$ cat config.mk
export PLATFORM = sky130hd
export DESIGN_NAME = rng_ctrl
export DESIGN_NICKNAME = d
export VERILOG_FILES = /design/src/rtl/rng_pkg.sv /design/src/rtl/rng_rep_count.sv /design/src/rtl/rng_ctrl.sv
export SDC_FILE = /design/constraint.sdc
export NUM_CORES = 1
export LEC_CHECK = 0
export CAP_MARGIN = 30
export CORE_ASPECT_RATIO = 0.5
export CORE_MARGIN = 1
export CORE_UTILIZATION = 30
export CTS_BUF_LIST = sky130_fd_sc_hd__clkbuf_8
export DETAILED_ROUTE_END_ITERATION = 10
export PLACE_DENSITY_LB_ADDON = 0.12
export SLEW_MARGIN = 30
export SYNTH_ARGS = -nofsm -noshare
export SYNTH_HDL_FRONTEND = slang
export SYNTH_SLANG_ARGS = --single-unit
$ cat constraint.sdc
create_clock -name clk -period 3.6 [get_ports clk]
set_clock_uncertainty 0.05 [all_clocks]
set_input_delay 0.54 -clock clk [delete_from_list [all_inputs] [get_ports clk]]
set_output_delay 0.54 -clock clk [all_outputs]
set_load 0.01 [all_outputs]
$ cat src/rtl/rng_pkg.sv
// Shared types and helpers for the ring-oscillator entropy sequencer.
package rng_pkg;

  localparam int STATE_W = 3;

  typedef enum logic [STATE_W-1:0] {
    IDLE,
    WARMUP,
    COLLECT,
    HOLD,
    FAULT
  } rng_state_e;

  // Counter width able to hold 0..n-1, never narrower than one bit.
  function automatic int cnt_w(input int n);
    return (n < 2) ? 1 : $clog2(n);
  endfunction

endpackage

$ cat src/rtl/rng_rep_count.sv
// Repetition-count health test: counts consecutive equal samples and
// raises fail once the run length reaches REP_LIMIT (saturating).
module rng_rep_count
  import rng_pkg::*;
#(
  parameter int REP_LIMIT = 16,
  parameter int CNT_W     = cnt_w(REP_LIMIT + 1)
) (
  input  logic clk,
  input  logic rst_n,
  input  logic sample,
  input  logic smp_bit,
  input  logic clear,
  output logic fail
);

  logic [CNT_W-1:0] rep_cnt;
  logic             last_bit;

  // Run-length counter of identical samples; restarts at 1 on a change.
  always_ff @(posedge clk or negedge rst_n) begin
    if (!rst_n) begin
      rep_cnt  <= '0;
      last_bit <= 1'b0;
    end else if (clear) begin
      rep_cnt  <= '0;
      last_bit <= 1'b0;
    end else if (sample) begin
      last_bit <= smp_bit;
      if (rep_cnt == '0 || smp_bit != last_bit)
        rep_cnt <= CNT_W'(1);
      else if (rep_cnt != CNT_W'(REP_LIMIT))
        rep_cnt <= rep_cnt + 1'b1;
    end
  end

  assign fail = (rep_cnt == CNT_W'(REP_LIMIT));

endmodule

$ cat src/rtl/rng_ctrl.sv
// Entropy source sequencer: oscillator gating, warm-up, decimation,
// word packing and valid/ready delivery.
// Optional repetition-count health test enabled by RNG_HEALTH_TEST_EN.
module rng_ctrl
  import rng_pkg::*;
#(
  parameter int WORD_W     = 32,
  parameter int WARMUP_CYC = 64,
  parameter int SAMPLE_DIV = 4,
  parameter int REP_LIMIT  = 16
) (
  input  logic              clk,
  input  logic              rst_n,
  input  logic              start,
  input  logic              stop,
  input  logic              clear_fail,
  output logic              osc_en,
  input  logic              rng_bit,
  output logic              rnd_valid,
  input  logic              rnd_ready,
  output logic [WORD_W-1:0] rnd_data,
  output logic              busy,
  output logic              health_fail
);

  localparam int WU_W = cnt_w(WARMUP_CYC);
  localparam int DV_W = cnt_w(SAMPLE_DIV);
  localparam int BT_W = cnt_w(WORD_W + 1);

  rng_state_e        state;
  logic [WU_W-1:0]   wu_cnt;
  logic [DV_W-1:0]   div_cnt;
  logic [BT_W-1:0]   bit_cnt;
  logic [WORD_W-1:0] shreg;
  logic              stop_pend;
  logic              sample;
  logic              word_done;
  logic              rep_fail;

  assign word_done = (bit_cnt == BT_W'(WORD_W));
  assign sample    = (state == COLLECT) && !word_done &&
                     (div_cnt == DV_W'(SAMPLE_DIV - 1));

`ifdef RNG_HEALTH_TEST_EN
  localparam int RP_W = cnt_w(REP_LIMIT + 1);

  // Run length is kept across HOLD so a stuck source is caught across word boundaries.
  logic rep_clear;
  assign rep_clear = !(state == COLLECT || state == HOLD);

  rng_rep_count #(
    .REP_LIMIT (REP_LIMIT),
    .CNT_W     (RP_W)
  ) u_rep (
    .clk     (clk),
    .rst_n   (rst_n),
    .sample  (sample),
    .smp_bit (rng_bit),
    .clear   (rep_clear),
    .fail    (rep_fail)
  );
`else
  localparam int unused_rep_limit = REP_LIMIT;
  logic unused_clear_fail;
  assign unused_clear_fail = clear_fail;
  assign rep_fail          = 1'b0;
`endif

  // Sequencer FSM with counters, shift register and registered outputs.
  always_ff @(posedge clk or negedge rst_n) begin
    if (!rst_n) begin
      state       <= IDLE;
      wu_cnt      <= '0;
      div_cnt     <= '0;
      bit_cnt     <= '0;
      shreg       <= '0;
      stop_pend   <= 1'b0;
      rnd_data    <= '0;
      rnd_valid   <= 1'b0;
      osc_en      <= 1'b0;
      busy        <= 1'b0;
      health_fail <= 1'b0;
    end else begin
      case (state)
        IDLE: begin
          if (start && !stop) begin
            state  <= WARMUP;
            wu_cnt <= '0;
            osc_en <= 1'b1;
            busy   <= 1'b1;
          end
        end

        WARMUP: begin
          if (stop) begin
            state  <= IDLE;
            wu_cnt <= '0;
            osc_en <= 1'b0;
            busy   <= 1'b0;
          end else if (wu_cnt == WU_W'(WARMUP_CYC - 1)) begin
            state   <= COLLECT;
            wu_cnt  <= '0;
            div_cnt <= '0;
            bit_cnt <= '0;
          end else begin
            wu_cnt <= wu_cnt + 1'b1;
          end
        end

        COLLECT: begin
          if (stop) begin
            state   <= IDLE;
            div_cnt <= '0;
            bit_cnt <= '0;
            osc_en  <= 1'b0;
            busy    <= 1'b0;
          end else if (rep_fail) begin
            state       <= FAULT;
            div_cnt     <= '0;
            bit_cnt     <= '0;
            osc_en      <= 1'b0;
            health_fail <= 1'b1;
          end else if (word_done) begin
            // Word is published one cycle after its last sample.
            state     <= HOLD;
            rnd_data  <= shreg;
            rnd_valid <= 1'b1;
            div_cnt   <= '0;
            bit_cnt   <= '0;
          end else if (sample) begin
            div_cnt <= '0;
            shreg   <= {shreg[WORD_W-2:0], rng_bit};
            bit_cnt <= bit_cnt + 1'b1;
          end else begin
            div_cnt <= div_cnt + 1'b1;
          end
        end

        HOLD: begin
          if (rnd_ready) begin
            rnd_valid <= 1'b0;
            stop_pend <= 1'b0;
            if (stop || stop_pend) begin
              state  <= IDLE;
              osc_en <= 1'b0;
              busy   <= 1'b0;
            end else begin
              state <= COLLECT;
            end
          end else if (stop) begin
            stop_pend <= 1'b1;
          end
        end

`ifdef RNG_HEALTH_TEST_EN
        FAULT: begin
          if (clear_fail) begin
            state       <= IDLE;
            health_fail <= 1'b0;
            busy        <= 1'b0;
          end
        end
`endif

        default: begin
          state     <= IDLE;
          osc_en    <= 1'b0;
          busy      <= 1'b0;
          rnd_valid <= 1'b0;
          stop_pend <= 1'b0;
        end
      endcase
    end
  end

endmodule

==> results of run 1 <==
layer usage:
metal  part of all wire [%]  GRT usage (%)
met1                     48           14.7
met2                     46           18.7
met3                    4.0           4.44
met4                    1.5           5.05
met5                      0              0
state kept, by name (all words and copies together), names as in the netlist:
name / cells
bit_cnt: 6
busy: 1
div_cnt: 2
rnd_data: 32
rnd_valid: 1
shreg: 32
state: 2
stop_pend: 1
wu_cnt: 6
final timing paths:
check / start / endpoint / cells past startpoint
worst max-delay path: stop / shreg[0] / 6
worst min-delay path: rst_n / busy / 1
worst max register to register: bit_cnt[0] / shreg[0] / 7
worst min register to register: rnd_data[2] / rnd_data[2] / 1
max in group asynchronous: rst_n / shreg[14] / 1
min in group clk: rnd_data[2] / rnd_data[2] / 1
synth_stat cells (all sizes together) (2+ instances only):
library cell  count
nand2             9
mux2             68
a21oi             7
nand3             4
inv              10
nor2             13
o21ai            12
dfrtp            83
buf              10
nand2b            7
nor3              4
nand4             2
nor2b             4
ha                9
a22o              6
or2               3
cell families after synthesis:
kind of cell	after synthesis
compound gates	35
fa+ha+maj	9
buf+inv	21
flops	83
mux	68
other cells	1
simple gates	52
worst max-delay path, cell delays in order:
cell and delay [ns]:
sky130_fd_sc_hd__clkdlybuf4s50_1 0.62, sky130_fd_sc_hd__nand2b_4 0.21, sky130_fd_sc_hd__o21bai_4 0.18, sky130_fd_sc_hd__or2_2 0.45, sky130_fd_sc_hd__buf_12 0.26, sky130_fd_sc_hd__mux2_2 0.35
stage by stage:
stage / hold slack, ns / setup WS, ns / power [mW] / cells
3_5_place_dp: 0.428 / 0.790 / 1.34 / 465
2_1_floorplan: 0.194 / 1.67 / 1.24 / 269
5_1_grt: 0.212 / 1.04 / 2.07 / 481
4_1_cts: 0.186 / 1.17 / 1.98 / 481
3_3_place_gp: 0.424 / 0.796 / 1.33 / 465
6_report: 0.142 / 1.19 / 1.95 / 481
cell usage in the layout (no fill, tap or decap), types with 2 or more instances in the layout:
cell type	n
sky130_fd_sc_hd__mux2_4	30
sky130_fd_sc_hd__o21ai_0	12
sky130_fd_sc_hd__nor2b_1	4
sky130_fd_sc_hd__nand4_1	2
sky130_fd_sc_hd__clkbuf_8	9
sky130_fd_sc_hd__clkinvlp_4	3
sky130_fd_sc_hd__dfrtp_1	83
sky130_fd_sc_hd__nand2b_1	6
sky130_fd_sc_hd__a21oi_1	7
sky130_fd_sc_hd__a22o_1	6
sky130_fd_sc_hd__nand3_1	4
sky130_fd_sc_hd__or2_2	3
sky130_fd_sc_hd__nand2_1	9
sky130_fd_sc_hd__mux2_1	3
sky130_fd_sc_hd__nor3_1	3
sky130_fd_sc_hd__mux2_2	35
sky130_fd_sc_hd__ha_1	9
sky130_fd_sc_hd__inv_1	11
sky130_fd_sc_hd__clkdlybuf4s50_1	39
sky130_fd_sc_hd__nor2_1	13
sky130_fd_sc_hd__inv_6	2
power by group through the flow:
stage / logic, mW / registers, mW / clock network, mW
floorplan: 0.234 / 1.01 / 0
global placement: 0.326 / 1.01 / 0
detailed placement: 0.334 / 1.01 / 0
CTS: 0.339 / 0.992 / 0.654
global route: 0.376 / 0.998 / 0.694
finish: 0.336 / 0.991 / 0.620
layout make-up:
type	instances	area, sq um
fillers	1164	7510
flip-flops and latches	83	2080
multi-input cells	165	1540
repair buffers	42	429
well taps	165	206
clock buffers	9	124
clock inverters	7	52.6
inverters	10	37.5
==> flow_metrics.py, run 1 <==
metrics = {
    "clocking": {
        "ctsResizeCount": 0,
        "cts_num_sinks": 83,
        "post_cts.repair.setup_buffers": 0,
        "cts_inserted_buffers": 9,
        "cts_root_buf": "sky130_fd_sc_hd__clkbuf_8",
        "cts-root-to-sink-buffers": 2,
        "path_clk_slew_ns": 0.10,
        "cts_tree": "done",
        "htree_num_levels": 3,
        "post_cts_hold_buffer_count": 0,
        "worstSkewPairLatency_ns": 0.37,
    },
    "placed_design": {
        "hpwl_um": 4350,
        "number_of_input_and_output_port_buffers_inserted": 40,
        "postPlaceCellArea_sq_um": 4290,
        "finalWeightedCongestion": 0.801,
    },
    "run": {
        "timing.max_cap.violations": 0,
    },
    "route": {
        "initialDrtViolationCount": 87,
        "wl_um": 6840,
        "detail_route.vias_per_cell": 4.58,
        "route.detailed.drc": 0,
        "drt_pass1_iterations": 4,
        "ant_nets": 0,
        "avgRoutedWirePerCell_um": 14.2,
        "route.vias.total": 2202,
    },
    "worst_setup_path": {
        "criticalPathCategory": "primary input to flop",
        "critical_path.max_fanout": 21,
        "critPathRequiredTime_ns": 3.81,
        "reg2reg_slack_ns": 1.22,
        "critPathArrivalTime_ns": 2.62,
        "worstSetupEndpointType": "flop",
        "timing.critical_path.from_type": "primary input",
    },
    "synth": {
        "synth_edf_count": 0,
        "yosysTopAreaCellShare_pct": 55.6,
        "primary_flip_flop_cell_chosen_by_synthesis_mapping": "sky130_fd_sc_hd__dfrtp_1",
        "xor_and_xnor_area_share_after_synthesis_pct": 0,
        "seq_area_frac_synth_pct": 55.6,
        "dominant_combinational_cell_family_by_area_after_synthesis": "multiplexers",
        "compound_cell_area_share_of_the_yosys_netlist_pct": 6.40,
        "syn-mean-instance-area_sq_um": 13.9,
        "synth.net_count": 285,
        "synth.yosys.warnings": 0,
        "synth-seq-cells": 83,
        "post_synth_mux_area_share_pct": 23.5,
        "synth_largest_area_cell": "sky130_fd_sc_hd__dfrtp_1",
        "synthesis.instances": 269,
        "mappedNetlistArea_sq_um": 3730,
        "synth_async_sr_flop_share_pct": 100,
        "yosys.area_share.simple_pct": 8.11,
        "fraction_of_the_mapped_netlist_area_in_adder_cells_pct": 3.02,
        "synthTopCellsByArea": "sky130_fd_sc_hd__dfrtp_1 (56%), sky130_fd_sc_hd__mux2_4 (12%), sky130_fd_sc_hd__mux2_2 (11%)",
        "yosys.cell_types.count": 41,
    },
    "sta": {
        "timing.slew.headroom_pct": 45.2,
        "setup_repair_after_global_routing_missed_its_margin": "false",
        "worst_slew_pin_slew_ns": 0.820,
        "share_of_the_clock_period_used_by_the_worst_path_after_layout_pct": 66.9,
        "minimum_clock_period_after_layout_ns": 2.41,
        "max_freq_mhz": 415,
        "final_tns_setup_ns": 0,
        "setup_viol_count_final": 0,
        "timing_max_transition_violations_final": 0,
        "hold_violations": 0,
    },
    "pwr": {
        "power.static_leakage_nw": 2.15,
        "worst_ir_drop_vdd_mv": 0.197,
        "netSwitchingPower_uw": 594,
        "powerDensity_nw_per_um2": 436,
        "clock_share_of_power_pct": 31.8,
        "intPower_mw": 1.35,
        "seqPwrFrac_pct": 50.9,
        "sw_frac_of_total_pct": 30.5,
        "p_comb_share_pct": 17.3,
    },
    "die": {
        "io-pin-count": 43,
        "core-area_sq_um": 12000,
        "std_cell_rows": 28,
        "effective_utilization_at_floorplan_pct": 31.2,
        "die-area_sq_um": 12900,
        "die_width_um": 160,
        "fp.dieH_um": 80.9,
    },
    "status": {
        "result_of_the_run": "finished clean",
    },
    "global_route": {
        "track_usage_pct": 11.8,
        "globalRouteOverflowTotal": 0,
        "grt_max_degree": 84,
        "first_global_vias": 2326,
        "antenna_found_initial": 0,
        "grt_pass1_wl_um": 11800,
    },
    "finish": {
        "layout-drive-gt1-share_pct": 28.8,
        "finish.net_count": 327,
        "fin_area_sq_um": 4470,
        "ant_cells": 0,
        "fin_util_pct": 37.3,
        "syn_to_final_growth_pct": 19.7,
    },
    "min_path": {
        "hold_class": "primary input to asynchronous set/reset pin",
    },
}
Note: power is estimated with default switching activity, not from simulation.
==> run 2: changes to the inputs <==
==> constraint.sdc (replaced) <==
create_clock -name clk -period 2.4 [get_ports clk]
set_clock_uncertainty 0.05 [all_clocks]
set_input_delay 0.36 -clock clk [delete_from_list [all_inputs] [get_ports clk]]
set_output_delay 0.36 -clock clk [all_outputs]
set_load 0.01 [all_outputs]
==> run 2 against run 1 <==
Count of clock-buffer cells in the layout up 1. Sequential share of layout area decreased by 0.96 points. Final cell count up 0.62%. Sequential power increased by 50%. First-iteration DRC count increased by 17%. Register-to-register slack worse by 1.0 ns. Global-route usage down 0.38 points. Power increased by 59%. Combinational power rose by 49%. Hold slack improved by 0.22 ns. Non-clock buffer count increased by 4.
==> flow_metrics.py, run 2 (synthesis gave the netlist of run 1 again) <==
metrics = {
    "route": {
        "wl_um": 6750,
        "ant_nets": 0,
        "detail_route.vias_per_cell": 4.56,
        "route.detailed.drc": 0,
        "initialDrtViolationCount": 102,
        "drt_pass1_iterations": 4,
        "avgRoutedWirePerCell_um": 13.9,
        "route.vias.total": 2207,
    },
    "die": {
        "std_cell_rows": 28,
        "die-area_sq_um": 12900,
        "die_width_um": 160,
        "io-pin-count": 43,
        "effective_utilization_at_floorplan_pct": 31.2,
        "core-area_sq_um": 12000,
        "fp.dieH_um": 80.9,
    },
    "finish": {
        "leading_cell_types_in_the_layout_fill_and_taps_excluded": "sky130_fd_sc_hd__dfrtp_1 (83), sky130_fd_sc_hd__clkdlybuf4s50_1 (39), sky130_fd_sc_hd__mux2_2 (35)",
        "syn_to_final_growth_pct": 22.2,
        "reg.largest.list": "rnd_data: 32 flops, shreg: 32 flops",
        "fin_util_pct": 38.1,
        "layout_commonest_cell": "sky130_fd_sc_hd__dfrtp_1",
        "fillCellCount": 1141,
        "ant_cells": 0,
        "sequential_cell_area_sq_um": 2080,
        "multi_input_area_sq_um": 1540,
        "layout-drive-gt1-share_pct": 29.2,
        "finish.net_count": 331,
        "fin_area_sq_um": 4560,
    },
    "clocking": {
        "path_clk_slew_ns": 0.08,
        "cts_tree": "done",
        "cts-root-to-sink-buffers": 2,
        "cts_num_sinks": 83,
        "cts_root_buf": "sky130_fd_sc_hd__clkbuf_8",
        "cts_inserted_buffers": 9,
        "ctsResizeCount": 0,
        "worstSkewPairLatency_ns": 0.36,
        "post_cts.repair.setup_buffers": 0,
        "htree_num_levels": 3,
    },
    "worst_setup_path": {
        "r2r_end": "shreg[6]",
        "timing.reg2reg.worst_path_depth": 7,
        "critical_path.max_fanout": 32,
        "criticalPathCategory": "flop to flop",
        "crit-reg2reg-launch": "state[0]",
        "critPathArrivalTime_ns": 2.38,
        "timing.critical_path.from_type": "flop",
        "reg2reg_slack_ns": 0.21,
        "critPathRequiredTime_ns": 2.60,
        "worstSetupEndpointType": "flop",
    },
    "global_route": {
        "first_global_vias": 2298,
        "globalRouteOverflowTotal": 0,
        "track_usage_pct": 11.4,
        "grt_pass1_wl_um": 11400,
        "grt_max_degree": 68,
        "antenna_found_initial": 0,
    },
    "min_path": {
        "hold_class": "primary input to asynchronous set/reset pin",
    },
    "pwr": {
        "powerDensity_nw_per_um2": 680,
        "clock_share_of_power_pct": 35.8,
        "worst_ir_drop_vdd_mv": 0.301,
        "sw_frac_of_total_pct": 27.2,
        "p_comb_share_pct": 16.2,
        "netSwitchingPower_uw": 842,
        "seqPwrFrac_pct": 48.1,
        "intPower_mw": 2.26,
        "power.static_leakage_nw": 2.20,
    },
    "sta": {
        "max_freq_mhz": 457,
        "hold_violations": 0,
        "share_of_the_clock_period_used_by_the_worst_path_after_layout_pct": 91.1,
        "final_tns_setup_ns": 0,
        "setup_repair_after_global_routing_missed_its_margin": "false",
        "post-route-worst-setup-slack_ns": 0.213,
        "minimum_clock_period_after_layout_ns": 2.19,
        "setup_viol_count_final": 0,
        "timing_max_transition_violations_final": 0,
        "hold_slack_ns": 0.362,
    },
    "status": {
        "result_of_the_run": "finished clean",
    },
    "placed_design": {
        "number_of_input_and_output_port_buffers_inserted": 40,
        "dpl_worst_slack_ns": 0.166,
        "finalWeightedCongestion": 0.829,
        "hpwl_um": 4280,
        "postPlaceCellArea_sq_um": 4340,
    },
    "run": {
        "timing.max_cap.violations": 0,
    },
}
[run 2: power by group through the flow]
stage	registers (mW)	clock network [mW]	logic, mW
finish	1.49	1.11	0.502
global route	1.50	1.21	0.577
CTS	1.49	1.15	0.504
detailed placement	1.52	0	0.497
global placement	1.51	0	0.494
floorplan	1.51	0	0.351
[run 2: final cells by class]
class / count / area share [%]
Clock buffer: 10 / 3.02
Clock inverter: 5 / 1.73
Inverter: 10 / 0.823
Multi-Input combinational cell: 165 / 33.8
Sequential cell: 83 / 45.5
Tap cell: 165 / 4.52
Timing Repair Buffer: 46 / 10.6
[run 2: stage by stage]
stage / instances / power (mW)
final: 484 / 3.10
after global routing: 484 / 3.29
after CTS: 484 / 3.14
after detailed placement: 468 / 2.01
after global placement: 468 / 2.01
after floorplan: 269 / 1.86
[run 2: worst max-delay path, stage by stage (launching register included)]
cell and delay, ns:
sky130_fd_sc_hd__dfrtp_1 0.45, sky130_fd_sc_hd__inv_1 0.11, sky130_fd_sc_hd__ha_1 0.27, sky130_fd_sc_hd__nand2b_4 0.10, sky130_fd_sc_hd__o21bai_4 0.23, sky130_fd_sc_hd__or2_2 0.33, sky130_fd_sc_hd__buf_12 0.20, sky130_fd_sc_hd__mux2_4 0.32
[run 2: worst max-delay path by stage]
stage	from	end	slack, ns	depth (start not counted)
3_3_place_gp	stop	shreg[6]	0.17	6
3_5_place_dp	stop	shreg[6]	0.17	6
2_1_floorplan	state[0]	shreg[10]	0.47	8
5_1_grt	state[0]	shreg[18]	0.12	7
6_report	state[0]	shreg[6]	0.21	7
4_1_cts	state[0]	shreg[18]	0.21	7
[run 2: timing repair]
action,4_1_cts,5_1_grt
endpoints found under the hold margin,16,0
hold buffers,1,0
endpoints found under the setup margin,0,0
[run 2: per-layer routing]
layer	routed length (um)	GRT usage [%]
met1	3310	14.5
met2	3100	18.3
met3	274	4.03
met4	60	4.00
met5	0	0
==> run 3: changes to the inputs <==
--- a/config.mk
+++ b/config.mk
@@ -12,7 +12,9 @@
 export CTS_BUF_LIST = sky130_fd_sc_hd__clkbuf_8
 export DETAILED_ROUTE_END_ITERATION = 10
 export PLACE_DENSITY_LB_ADDON = 0.12
+export SKIP_LAST_GASP = 1
 export SLEW_MARGIN = 30
 export SYNTH_ARGS = -nofsm -noshare
 export SYNTH_HDL_FRONTEND = slang
 export SYNTH_SLANG_ARGS = --single-unit
+export TNS_END_PERCENT = 100
==> results of run 3 <==
The final DEF is identical to that of run 2; final timing and power are the same.
